<file path="src/rtl/vga_pipe_pkg.sv">
// rtl/vga_pipe_pkg.sv - shared types, reset constants and RGB332 expansion for the VGA pixel pipe
package vga_pipe_pkg;

    typedef struct packed {
        logic [7:0] r;
        logic [7:0] g;
        logic [7:0] b;
    } rgb_t;

    typedef struct packed {
        logic hsync;
        logic vsync;
        logic sync_b;
        logic blank_b;
    } timing_t;

    // Idle display: syncs inactive (high), picture blanked.
    localparam timing_t TIMING_RST = '{hsync: 1'b1, vsync: 1'b1, sync_b: 1'b1, blank_b: 1'b0};
    localparam rgb_t    RGB_BLACK  = '{r: 8'h00, g: 8'h00, b: 8'h00};

    // Bit replication so full-scale codes map to 0xFF and zero stays zero.
    function automatic rgb_t rgb332_expand(input logic [7:0] p);
        rgb_t c;
        c.r = {p[7:5], p[7:5], p[7:6]};
        c.g = {p[4:2], p[4:2], p[4:3]};
        c.b = {4{p[1:0]}};
        return c;
    endfunction

endpackage

</file>
<file path="src/rtl/pixel_word_buffer.sv">
// rtl/pixel_word_buffer.sv - one-word pixel buffer with tag compare, fill and write-snoop invalidation
module pixel_word_buffer #(
    parameter int WORD_W = 16
) (
    input  logic              clk,
    input  logic              reset,
    input  logic              req,
    input  logic [WORD_W-1:0] req_tag,
    input  logic [31:0]       fill_data,
    input  logic              inval,
    input  logic              snoop,
    input  logic [WORD_W-1:0] snoop_addr,
    output logic              miss,
    output logic [31:0]       word
);

    logic [31:0]       buf_data;
    logic [WORD_W-1:0] buf_tag;
    logic              buf_valid;
    logic              fill;
    logic [WORD_W-1:0] pend_tag;
    logic              pend_poison;
    logic              snoop_hit_buf;
    logic              snoop_hit_pend;

    assign miss           = !buf_valid || (buf_tag != req_tag);
    assign word           = buf_data;
    assign snoop_hit_buf  = snoop && (snoop_addr == buf_tag);
    assign snoop_hit_pend = snoop && (snoop_addr == pend_tag);

    always_ff @(posedge clk or posedge reset) begin
        if (reset) begin
            buf_data    <= '0;
            buf_tag     <= '0;
            buf_valid   <= 1'b0;
            fill        <= 1'b0;
            pend_tag    <= '0;
            pend_poison <= 1'b0;
        end else begin
            fill <= req;
            if (req) begin
                pend_tag    <= req_tag;
                // A store landing on the same edge as the read returns stale data.
                pend_poison <= snoop && (snoop_addr == req_tag);
            end
            if (fill) begin
                buf_data  <= fill_data;
                buf_tag   <= pend_tag;
                buf_valid <= !(pend_poison || snoop_hit_pend);
            end else if (inval || snoop_hit_buf) begin
                buf_valid <= 1'b0;
            end
        end
    end

endmodule

</file>
<file path="src/rtl/vga_pixel_pipe.sv">
// rtl/vga_pixel_pipe.sv - VGA pixel fetch pipeline: buffered word fetch, byte select, RGB332 expansion
// Two-strobe latency: S1 samples timing and requests the word, S2 forms colour, output stage drives the DAC.
module vga_pixel_pipe
    import vga_pipe_pkg::*;
#(
    parameter int ADDR_W = 18
) (
    input  logic              clk,
    input  logic              reset,
    input  logic              pix_en,
    input  logic              hsync_in,
    input  logic              vsync_in,
    input  logic              sync_b_in,
    input  logic              blank_b_in,
    input  logic [ADDR_W-1:0] pxl_addr,
    output logic              mem_rd,
    output logic [ADDR_W-3:0] mem_addr,
    input  logic [31:0]       mem_rdata,
    input  logic              snoop_we,
    input  logic [ADDR_W-3:0] snoop_addr,
    output logic              hsync,
    output logic              vsync,
    output logic              sync_b,
    output logic              blank_b,
    output logic [7:0]        R,
    output logic [7:0]        G,
    output logic [7:0]        B
);

    localparam int WORD_W = ADDR_W - 2;

    logic [WORD_W-1:0] word_idx;
    logic              miss;
    logic [31:0]       buf_word;

    timing_t    s1_t, s2_t, out_t;
    logic [1:0] s1_sel;
    rgb_t       s2_rgb, out_rgb;

    assign word_idx = pxl_addr[ADDR_W-1:2];
    assign mem_rd   = pix_en && blank_b_in && miss && !reset;
    assign mem_addr = mem_rd ? word_idx : '0;

    pixel_word_buffer #(
        .WORD_W (WORD_W)
    ) u_buf (
        .clk        (clk),
        .reset      (reset),
        .req        (mem_rd),
        .req_tag    (word_idx),
        .fill_data  (mem_rdata),
        .inval      (pix_en && !blank_b_in),
        .snoop      (snoop_we),
        .snoop_addr (snoop_addr),
        .miss       (miss),
        .word       (buf_word)
    );

    always_ff @(posedge clk or posedge reset) begin
        if (reset) begin
            s1_t    <= TIMING_RST;
            s1_sel  <= 2'd0;
            s2_t    <= TIMING_RST;
            s2_rgb  <= RGB_BLACK;
            out_t   <= TIMING_RST;
            out_rgb <= RGB_BLACK;
        end else if (pix_en) begin
            s1_t   <= '{hsync: hsync_in, vsync: vsync_in, sync_b: sync_b_in, blank_b: blank_b_in};
            s1_sel <= pxl_addr[1:0];
            s2_t   <= s1_t;
            // The fill for the S1 pixel has landed by the next strobe.
            s2_rgb <= s1_t.blank_b ? rgb332_expand(buf_word[{s1_sel, 3'b000} +: 8]) : RGB_BLACK;
            out_t   <= s2_t;
            out_rgb <= s2_rgb;
        end
    end

    assign hsync   = out_t.hsync;
    assign vsync   = out_t.vsync;
    assign sync_b  = out_t.sync_b;
    assign blank_b = out_t.blank_b;
    assign R       = out_rgb.r;
    assign G       = out_rgb.g;
    assign B       = out_rgb.b;

endmodule

</file>
<file path="config.mk">
export PLATFORM = sky130hd
export DESIGN_NAME = vga_pixel_pipe
export DESIGN_NICKNAME = d
export VERILOG_FILES = /design/src/rtl/vga_pipe_pkg.sv /design/src/rtl/pixel_word_buffer.sv /design/src/rtl/vga_pixel_pipe.sv
export SDC_FILE = /design/constraint.sdc
export NUM_CORES = 1
export LEC_CHECK = 0
export BUFFER_PORTS_ARGS = -buffer_cell sky130_fd_sc_hd__buf_4
export CORE_MARGIN = 2
export CORE_UTILIZATION = 45
export DETAILED_ROUTE_END_ITERATION = 16
export PLACE_DENSITY_LB_ADDON = 0.08
export SLEW_MARGIN = 10
export SYNTH_ARGS = -nofsm -noshare
export SYNTH_HDL_FRONTEND = slang
export SYNTH_HIERARCHICAL = 1
export SYNTH_SLANG_ARGS = --single-unit
</file>
<file path="constraint.sdc">
create_clock -name clk -period 2.32 [get_ports clk]
set_clock_uncertainty 0.05 [all_clocks]
set_input_delay 0.348 -clock clk [delete_from_list [all_inputs] [get_ports clk]]
set_output_delay 0.348 -clock clk [all_outputs]
set_load 0.02 [all_outputs]
</file>
Word level (Yosys, flattened, before mapping)
Cells that the tools add are included.
Widths: inputs -> output; s select.
{"block": "op_classes", "eq_ne": 4, "n_shift": 1, "n_mux": 4, "reduce_logical": 15}
{"operator": "$eq 16x16->1", "n": 3}
{"operator": "$shiftx 32x6->8", "n": 1}
{"operator": "$mux 24", "n": 1}
{"operator": "$mux 16", "n": 1}
{"operator": "$ne 16x16->1", "n": 1}
{"operator": "$logic_and 1x1->1", "n": 7}
{"operator": "$logic_not 1->1", "n": 4}
{"operator": "$logic_or 1x1->1", "n": 3}
{"operator": "$mux 1", "n": 2}
{"operator": "$reduce_bool 2->1", "n": 1}
{"block": "word_totals", "register_bits": 129, "input_bits": 74, "out_inout_bits": 45, "word_cells": 49}

Logic depth before layout (Yosys ltp)
{"block": "logic_depth", "word_depth": 5, "ltp_mapped": 10, "depth_no_buf": 7}

Modules after synthesis
The synthesis kept the hierarchy.
{"module": "pixel_word_buffer", "instances": 1, "cells_each": 233, "area_per_inst_um2": 3168.0}
{"module": "vga_pixel_pipe", "instances": 1, "cells_each": 128, "area_per_inst_um2": 1600.3}

Worst setup path after synthesis
No wires, ideal clock.
{"block": "synth_timing", "kind": "reg2reg", "startpoint": "register u_buf.buf_tag[2]", "endpoint": "register u_buf.pend_tag[0]", "setup_time_ps": 125, "arrival_ps": 1949, "t_required_ps": 2145, "path_slack_ps": 196, "stages_incl_launch_ff": 10, "cell_sequence": "dfrtp_1 xnor2_1 nand4_1 nor4_1 nand3_1 and4b_4 buf_6 buf_2 buf_2 mux2_2"}
{"block": "synth_via", "elab_chain_len": 4}
{"element": "start, declared", "line": "pixel_word_buffer.sv:18", "text": "logic [WORD_W-1:0] buf_tag;"}
{"element": "start signal, assigned", "line": "pixel_word_buffer.sv:48", "text": "buf_tag <= pend_tag;"}
{"element": "$ne 16x16->1", "line": "pixel_word_buffer.sv:26", "text": "assign miss = !buf_valid || (buf_tag != req_tag);"}
{"element": "$logic_or 1x1->1", "line": "pixel_word_buffer.sv:26"}
{"element": "named net miss", "line": "vga_pixel_pipe.sv:33", "text": "logic miss;"}
{"element": "$logic_and 1x1->1 (2 in series)", "line": "vga_pixel_pipe.sv:41", "text": "assign mem_rd = pix_en && blank_b_in && miss && !reset;"}
{"element": "named net mem_rd", "line": "vga_pixel_pipe.sv:16", "text": "output logic mem_rd,"}
{"element": "end signal, assigned", "line": "pixel_word_buffer.sv:42", "text": "pend_tag <= req_tag;"}
{"element": "end, declared", "line": "pixel_word_buffer.sv:21", "text": "logic [WORD_W-1:0] pend_tag;"}
The timed path passes the listed nets, and every way through them passes these cells.
A chain may end at the register's enable or synchronous reset.

Worst setup path after layout
{"block": "layout_timing", "startpoint": "register u_buf.buf_tag[9]", "endpoint": "output port mem_addr[5]"}
{"block": "layout_via", "elab_chain_len": 5}
{"element": "$ne 16x16->1", "line": "pixel_word_buffer.sv:26"}
{"element": "$logic_or 1x1->1", "line": "pixel_word_buffer.sv:26"}
{"element": "named net miss", "line": "vga_pixel_pipe.sv:33"}
{"element": "$logic_and 1x1->1 (2 in series)", "line": "vga_pixel_pipe.sv:41"}
{"element": "$mux 16", "line": "vga_pixel_pipe.sv:42", "text": "assign mem_addr = mem_rd ? word_idx : '0;"}
{"element": "end, declared", "line": "vga_pixel_pipe.sv:17", "text": "output logic [ADDR_W-3:0] mem_addr,"}
The timed path passes the listed nets, and every way through them passes these cells.

==> summary.md <==
| Metric | Value |
|---|---|
| Drt wl/cell | 16.98 µm |
| Via count | 3182 |
| Synth Register Bits | 97 |
| Vias in the first global route | 3253 |
| Worst Tran Pin Value | 0.6556 ns |
| Final worst slack | -0.2943 ns |
| Row cnt | 37 |
| Mapped Cells | 361 |
| Synthesized area per cell | 13.21 µm² |
| Die Y | 106.9 µm |
| Synth top cells by count | dfrtp_1 (88), mux2_2 (86), xnor2_1 (49) |
| CP endpoint kind | primary output |
| IR drop worst, VDD | 0.3949 mV |
| Number of synthesized flops with an enable pin | 0 |
| Synthesized cell area | 0.004768 mm² |
| Buf+Inv Stages, Crit Path | 1 |
| DR iter-0 viols | 95 |
| Die area | 0.01144 mm² |
| Max frequency | 0.3825 GHz |
| Gpl congestion | 0.7828 |
| Clk sinks | 97 |
| Final wirelength | 10.60 mm |
| Flop-to-flop setup slack | 0.06 ns |
| Top cells by area, synth | dfrtp_1 (46%), mux2_2 (20%), xnor2_1 (9.0%) |
| I/O Buffers | 118 |
| Critical path depth in cells | 7 |
| Leak Pwr | 0.002716 µW |
| Crit path max fanout | 7 |
| Critical-path cell list | xnor2_2 > nand3_1 > nor4_2 > nand3_1 > and4b_2 > and2_1 > buf_6 |
| Setup CP Type | flop to primary output |
| WP data arrival | 2.22 ns |
| Final nets | 557 |
| Overflow after GRT | 0 |
| Antenna violations before repair | 0 |
| Post-route DRC | 0 |
| # fillers | 866 |
| Total power after layout | 4810 µW |
| Clk pin slew, worst setup/hold paths | 0.10 ns |
| Failing checks | negative setup slack |
| PD cells | 783.7 mW/mm² |
| Clk_lat worst skew | 0.36 ns |
| Max-Cap Viols | 0 |
| Hold Slack | 0.03064 ns |
| Post-synthesis sequential area ratio | 0.5114 |
| Final hold violations | 0 |
| DR pass1 iterations | 4 |
| Num CTS Buffers | 9 |
| Largest net degree at the start of global routing | 44 |
| Synth Warn # | 6 |
| Async set or reset register ratio after synthesis | 1.000 |
| CP Data Required Time | 1.92 ns |
| Most common flop cell mapped by yosys | dfrtp_1 |
| Max clock buf depth | 2 |
| Share of the synthesized area in the top cell type | 0.4618 |
| Worst hold path class | primary input to async pin |
| Setup violations, final | 17 |
| Post-synth net total | 435 |
| Dominant cell type by area after synthesis | dfrtp_1 |
| RR Endpoint | u_buf/pend_tag[9] |
| Area growth syn-to-layout | 28.73% |
| Total global-route track usage | 0.1959 |
| Status | finished, violations left |
| First-pass GRT wire length | 17.09 mm |
| DRT antenna net count | 0 |
| Delay-heaviest family, CP | simple AND/OR/NAND/NOR gates |
| R2R cell count | 8 |
| R2r startpoint | u_buf/buf_tag[9] |
| Fraction of layout instances using a drive strength above 1 | 0.5533 |
| Number of H-tree levels | 3 |
| N_diodes | 0 |
| Synth cell types | 26 |
| RSZ-0062 raised after global routing | true |
| Setup total negative slack | -4.054 ns |
| Final Max Tran Viols | 0 |
| Worst path max stage delay | 0.42 ns |
| Slew headroom | 0.5629 |
| Final period util | 1.127 |
| Via/cell ratio | 5.099 |
| Die Wd | 106.9 µm |
| Hold buffer count at cts | 0 |
| Count leader, synth | dfrtp_1 |
| Worst path slowest cell | dfrtp_1 |
| Detailed placement HPWL | 7.396 mm |
| Worst Setup SP | u_buf/buf_tag[9] |
| Critical Path Source Type | flop |
| CTS root buf | clkbuf_8 |
| Starting Density | 0.4619 |
| IO Pins | 119 |
| Min Tclk post-route | 2.614 ns |
| Core ar. | 0.01032 mm² |
| CTS tree | done |
| Critical Path Most Common Cell | nand3_1 |
[layout make-up]
class / instances / area, µm² / share of cell area
clock buffer: 10 / 137.6 / 0.02242
inverter: 3 / 11.26 / 0.001834
sequential: 97 / 2440 / 0.3975
multi-input combinational: 232 / 2185 / 0.3559
timing repair buffer: 140 / 1144 / 0.1863
tap: 136 / 170.2 / 0.02772
clock inverter: 6 / 51.30 / 0.008357
[where the power goes]
part           internal [µW]  switching, µW
combinational            828            625
clock                    432            622
sequential              2050            254
[per-stage QoR]
step / utilization / setup WS (ns) / instances / cell area (µm²)
2_1_floorplan: - / 0.1957 / 361 / 4768
3_3_place_gp: 0.5519 / 0.04723 / 592 / 5698
3_5_place_dp: 0.5519 / -0.008543 / 592 / 5698
4_1_cts: 0.5933 / -0.2526 / 623 / 6125
5_1_grt: 0.5946 / -0.3746 / 624 / 6138
6_report: 0.5946 / -0.2943 / 624 / 6138
[cell usage in the layout (no fill, tap or decap), types with 2 or more instances in the layout]
cell type,n
dfrtp_1,87
inv_1,2
mux2_2,86
and2_4,10
clkinvlp_4,3
buf_4,120
and2_1,6
and4b_4,2
clkbuf_8,10
mux2i_1,16
buf_6,18
o221ai_1,8
dfstp_2,9
nand3_1,7
xnor2_2,3
xnor2_1,46
xor2_1,15
nor4_1,5
nand2b_1,8
nand4_1,10
buf_12,2
[worst register-to-register path: cells and delay by family (launching register included)]
kind | cells | cell delay, ns
XOR/XNOR | 1 | 0.20
buffers and inverters | 2 | 0.33
flip-flops | 1 | 0.42
multiplexers | 1 | 0.26
AND/OR/NAND/NOR | 4 | 0.90
[kinds of logic (layout without fill, tap and decap cells)]
group,after synthesis,after routing,share of synthesized area
buffers and inverters,34,159,0.04697
AND/OR/NAND/NOR,53,55,0.06822
XOR/XNOR,64,64,0.1176
AO/OA/AOI/OAI,11,11,0.01916
flip-flops,97,97,0.5114
multiplexers,102,102,0.2367
[worst max-delay path by stage]
stage	to	slack [ns]
floorplan	u_buf/pend_tag[0]	0.20
global route	mem_addr[8]	-0.37
detailed placement	mem_addr[1]	-0.009
CTS	mem_addr[5]	-0.25
global placement	mem_addr[9]	0.05
finish	mem_addr[5]	-0.29
[timing repair]
item | in CTS | in global routing
buffers inserted | 13 | 2
pin swaps | 28 | 3
gates resized for setup | 31 | 2
cloned | 2 | 0
setup endpoints to repair | 17 | 25
[layer usage]
layer	vias to the layer above	wire [µm]	global-route usage
met3	10	528	0.03526
met2	97	4867	0.3025
met4	0	131	0.05659
met1	1577	5070	0.2838
li1	1498	-	-
met5	-	0	0
[sequential cells by signal (all words and copies together), names as in the netlist, 2 cells and up]
name,count
u_buf/word,32
u_buf/buf_tag,16
u_buf/pend_tag,16
s2_rgb,8
s1_t,4
s2_t,4
G,3
R,3
B,2
s1_sel,2
No activity file was read; power rests on OpenSTA's default activity.
